`src/rtl/mul_repeated_add.sv`:
```
// Purpose: unsigned multiplier, P = A * B built from B successive additions of A.
// Latency: A at t0+1, B at t0+2, done rises after edge t0+3+B (start sampled at t0).
// Backpressure: none; host holds start to stay in DONE, drops it for >=1 cycle to re-arm.
module mul_repeated_add #(
  parameter int WIDTH = 16
) (
  input  logic             clk,
  input  logic             rst,
  input  logic             start,
  input  logic [WIDTH-1:0] data_in,
  output logic [WIDTH-1:0] product,
  output logic             done,
  output logic             busy
);

  typedef enum logic [2:0] {
    IDLE   = 3'd0,
    LOAD_A = 3'd1,
    LOAD_B = 3'd2,
    MULT   = 3'd3,
    DONE   = 3'd4
  } state_t;

  state_t           state;
  logic [WIDTH-1:0] a_q;
  logic [WIDTH-1:0] b_q;
  logic [WIDTH-1:0] p_q;

  logic ld_a;
  logic ld_b;
  logic ld_p;
  logic clr_p;
  logic dec_b;
  logic eqz;

  // B==0 detector; ends the MULT loop and suppresses the final add/decrement
  assign eqz     = (b_q == '0);
  assign product = p_q;

  // Datapath strobes decode from the current state only
  always_comb begin
    ld_a  = 1'b0;
    ld_b  = 1'b0;
    ld_p  = 1'b0;
    clr_p = 1'b0;
    dec_b = 1'b0;
    case (state)
      LOAD_A: ld_a = 1'b1;
      LOAD_B: begin
        ld_b  = 1'b1;
        clr_p = 1'b1;
      end
      MULT: begin
        ld_p  = 1'b1;
        dec_b = 1'b1;
      end
      default: ;
    endcase
  end

  // Moore control FSM with registered done/busy so outputs are glitch-free
  always_ff @(posedge clk or posedge rst) begin
    if (rst) begin
      state <= IDLE;
      done  <= 1'b0;
      busy  <= 1'b0;
    end else begin
      case (state)
        IDLE: begin
          if (start) begin
            state <= LOAD_A;
            busy  <= 1'b1;
          end
        end
        LOAD_A: state <= LOAD_B;
        LOAD_B: state <= MULT;
        MULT: begin
          if (eqz) begin
            state <= DONE;
            busy  <= 1'b0;
            done  <= 1'b1;
          end
        end
        DONE: begin
          if (!start) begin
            state <= IDLE;
            done  <= 1'b0;
          end
        end
        default: begin
          state <= IDLE;
          done  <= 1'b0;
          busy  <= 1'b0;
        end
      endcase
    end
  end

  // Operand and accumulator registers; adder wraps modulo 2^WIDTH
  always_ff @(posedge clk or posedge rst) begin
    if (rst) begin
      a_q <= '0;
      b_q <= '0;
      p_q <= '0;
    end else begin
      if (ld_a) begin
        a_q <= data_in;
      end
      if (ld_b) begin
        b_q <= data_in;
      end else if (dec_b && !eqz) begin
        b_q <= b_q - 1'b1;
      end
      if (clr_p) begin
        p_q <= '0;
      end else if (ld_p && !eqz) begin
        p_q <= p_q + a_q;
      end
    end
  end

endmodule

```
`config.mk`:
```
export PLATFORM = sky130hd
export DESIGN_NAME = mul_repeated_add
export DESIGN_NICKNAME = d
export VERILOG_FILES = /design/src/rtl/mul_repeated_add.sv
export SDC_FILE = /design/constraint.sdc
export NUM_CORES = 1
export LEC_CHECK = 0
export ABC_AREA = 1
export CELL_PAD_IN_SITES_DETAIL_PLACEMENT = 0
export CELL_PAD_IN_SITES_GLOBAL_PLACEMENT = 2
export CORE_MARGIN = 2
export CORE_UTILIZATION = 29
export DETAILED_ROUTE_END_ITERATION = 12
export GPL_TIMING_DRIVEN = 0
export PLACE_DENSITY = 0.8
export SETUP_SLACK_MARGIN = 0.05
export SYNTH_ARGS = -nofsm -noshare
export SYNTH_HDL_FRONTEND = slang
export SYNTH_SLANG_ARGS = --single-unit
```
`constraint.sdc`:
```
create_clock -name clk -period 1.57 [get_ports clk]
set_input_delay 0.314 -clock clk [delete_from_list [all_inputs] [get_ports clk]]
set_output_delay 0.314 -clock clk [all_outputs]
set_load 0.01 [all_outputs]
```
==> summary.txt <==
Worst setup path
  • Crit-path cells: nor3_4 -> nand3_2 -> nand2_4 -> buf_12 -> inv_8 -> buf_12 -> buf_12 -> nand3_2 -> nand2_1
  • Peak fanout along the critical path: 5
  • CP most frequent cell: buf_12
  • CP Capture Type: flop
  • Startpoint type of the worst setup path: flop
  • Kind of critical path: flop to flop
  • WP buf/inv: 4
  • Slowest stage delay, CP: 480 ps
  • Worst endpoint data arrival time: 1890 ps
  • Delay-heaviest family, CP: simple AND/OR/NAND/NOR gates
  • CP max-delay cell: dfrtp_1
  • Worst EP required: 1770 ps

Hold path
  • Hold Crit Class: input port to asynchronous set/reset pin

Global routing
  • Initial antenna violation count: 0
  • First-pass GRT wire length: 18200 um
  • Vias in the first global route: 3543
  • Largest net degree at the start of global routing: 54
  • GRT overflow: 0
  • GRT Overall Usage: 17.8%

Route
  • Vias: 3469
  • DR iter-0 viols: 113
  • Vias per inst: 4.73
  • Avg WL per Cell: 16.0 um
  • DRC: 0
  • Final WL: 11700 um
  • Post-route ant nets: 0
  • DRT Pass-1 Iters: 4

STA
  • Worst-Margin Slew: 574 ps
  • Clock skew after layout: 9.39 ps
  • Period utilization: 108%
  • Final Hold Violating Endpoints: 0
  • Max transition margin: 61.6%
  • Slew Limit Fails: 0
  • Final worst slack: -129 ps
  • Max Clk Rate: 589 MHz
  • RSZ-0062 raised after global routing: true
  • Final setup violation count: 30
  • Final Critical Period: 1700 ps
  • Setup TNS: -2300 ps

Clock network
  • CTS clk-pin slew, worst paths: 80 ps
  • Clock insertion delay at the later pin of the skew report: 300 ps
  • CTS Hold Bufs: 0
  • CTS Root Cell: clkbuf_16
  • Clk buf depth: 2
  • Number of CTS-inserted buffers: 5
  • CTS Sinks: 53
  • H-Tree Level Count: 2
  • Clock tree from TritonCTS: yes

Place
  • RePlAce Congestion: 0.817
  • Buffers on Ports: 36
  • Detailed Place HPWL: 7480 um
  • Post-place setup slack: -166 ps

Yosys
  • Synth Warn #: 0
  • Synth unique cells: 30
  • FF+latch count, synth: 53
  • Cell accounting for the most synthesized area: dfrtp_1
  • Main area contributors after synthesis: dfrtp_1 (38%), nand2_1 (19%), nand3_1 (8.2%)
  • Cells after Synth: 487
  • Synthesized area: 0.00352 mm^2
  • Share of the synthesized area in the top cell type: 37.7%
  • Sequential area share after synthesis: 37.7%
  • Syn Nets: 524
  • Avg Cell Area, Syn: 7.23 um^2

Floorplanning
  • Core area: 0.0119 mm^2
  • Ports: 37
  • Die area: 0.0130 mm^2
  • Starting density of the core: 29.5%
  • Die W: 114 um
  • FP Rows: 40
  • Die height: 114 um

Finish
  • Post-layout util: 46.5%
  • Fillers: 1173
  • Antenna diode count: 0
  • Layout cell share with drive strength beyond 1: 37.2%
  • Layout area overhead: 57.2%
  • Fin nets: 622

Outcome
  • Violated checks: setup timing
  • Status: complete, but fails checks

Power
  • Pwr dens: 2320 mW/mm^2
  • VDD IR-drop max: 0.786 mV
  • Static Leakage: 2.81 nW
  • Power Total: 12.8 mW

Flow run
  • Max Cap Viol: 0
## synth_stat cells
cell type,count
nand4_1,3
buf_1,1
nor2_1,30
dfrtp_1,53
nand2_1,179
nand3_1,58
a21oi_1,8
nand2_2,8
clkbuf_1,3
o21ai_1,6
inv_4,1
xor2_1,6
buf_6,5
inv_1,48
nand3_2,10
inv_2,7
ha_1,17
o21ai_2,1
nand2_4,1
buf_2,2
nor3_1,8
and2_1,1
nor2_2,3
o211ai_1,7
xnor2_1,12
o31ai_1,1
nand3b_1,4
or2_2,2
buf_4,1
fa_1,1
## power by group
part	leakage [nW]	total (mW)	switching (mW)	internal [mW]
clock network	0.0621	1.18	0.585	0.594
registers	0.658	2.79	0.767	2.03
logic	2.09	8.88	4.62	4.25
## worst paths after layout
path	slack [ps]	endpoint	start	cells past startpoint
worst min-delay path	410	done$_DFFE_PP0P_	rst	2
worst max-delay path	-130	product[8]$_DFFE_PP0P_	b_q[12]$_DFFE_PP0P_	9
min in group clk	480	done$_DFFE_PP0P_	done$_DFFE_PP0P_	2
worst max register to register	-130	product[8]$_DFFE_PP0P_	b_q[12]$_DFFE_PP0P_	9
max in group asynchronous	610	product[2]$_DFFE_PP0P_	rst	3
worst min register to register	480	done$_DFFE_PP0P_	done$_DFFE_PP0P_	2
## per-layer routing
layer  global-route usage [%]  part of all wire [%]
met1                     22.9                    46
met2                     31.4                    51
met3                     2.17                   1.8
met4                     5.12                   1.4
met5                        0                     0
## placed cells by master, fill, tap and decap left out, types with 7 or more instances in the layout
cell type	instances
dfrtp_1	48
nor2_2	11
nand2_2	22
nand3_2	24
inv_1	41
o211ai_1	7
nand3_1	38
buf_6	9
buf_4	36
inv_2	11
ha_4	15
nor2_1	18
clkbuf_16	8
dlygate4sd2_1	15
clkdlybuf4s50_1	18
nand2_1	153
buf_12	7
nand2_4	13
## flip-flops by register name, indices dropped and copies added, names as in the netlist
signal and cells:
a_q 16, b_q 16, busy 1, done 1
product 16, state 3
## cell families (layout without fill, tap and decap cells)
logic type               Yosys count  count (layout)  synth area share [%]
buffers and inverters             68             167                  8.57
XOR/XNOR                          18              18                  4.48
flip-flops                        53              53                  37.7
adder cells (fa/ha/maj)           18              18                  6.61
AND/OR/NAND/NOR                  307             307                  38.7
AO/OA/AOI/OAI                     23              23                  3.95
## layout make-up
type / count / area [um^2] / share of cell area, %
clock buffer: 5 / 125 / 2.26
multi-input combinational: 366 / 2560 / 46.3
buffer: 10 / 101 / 1.83
clock inverter: 3 / 22.5 / 0.407
sequential: 53 / 1330 / 24.1
inverter: 56 / 226 / 4.09
tap: 147 / 184 / 3.32
timing repair buffer: 93 / 981 / 17.7
## through the flow
stage | std cells | cell area [um^2] | hold WS [ps]
2_1_floorplan | 487 | 3540 | 375
3_3_place_gp | 670 | 4090 | 458
3_5_place_dp | 670 | 4090 | 466
4_1_cts | 717 | 4990 | 490
5_1_grt | 733 | 5530 | 465
6_report | 733 | 5530 | 407
## what timing repair did
action                     4_1_cts  5_1_grt
pin swaps                       37       33
setup endpoints to repair       53       49
gates resized for setup         96       95
setup buffers                   38       16
gates cloned                     3        3
(Power assumes the default switching activity.)
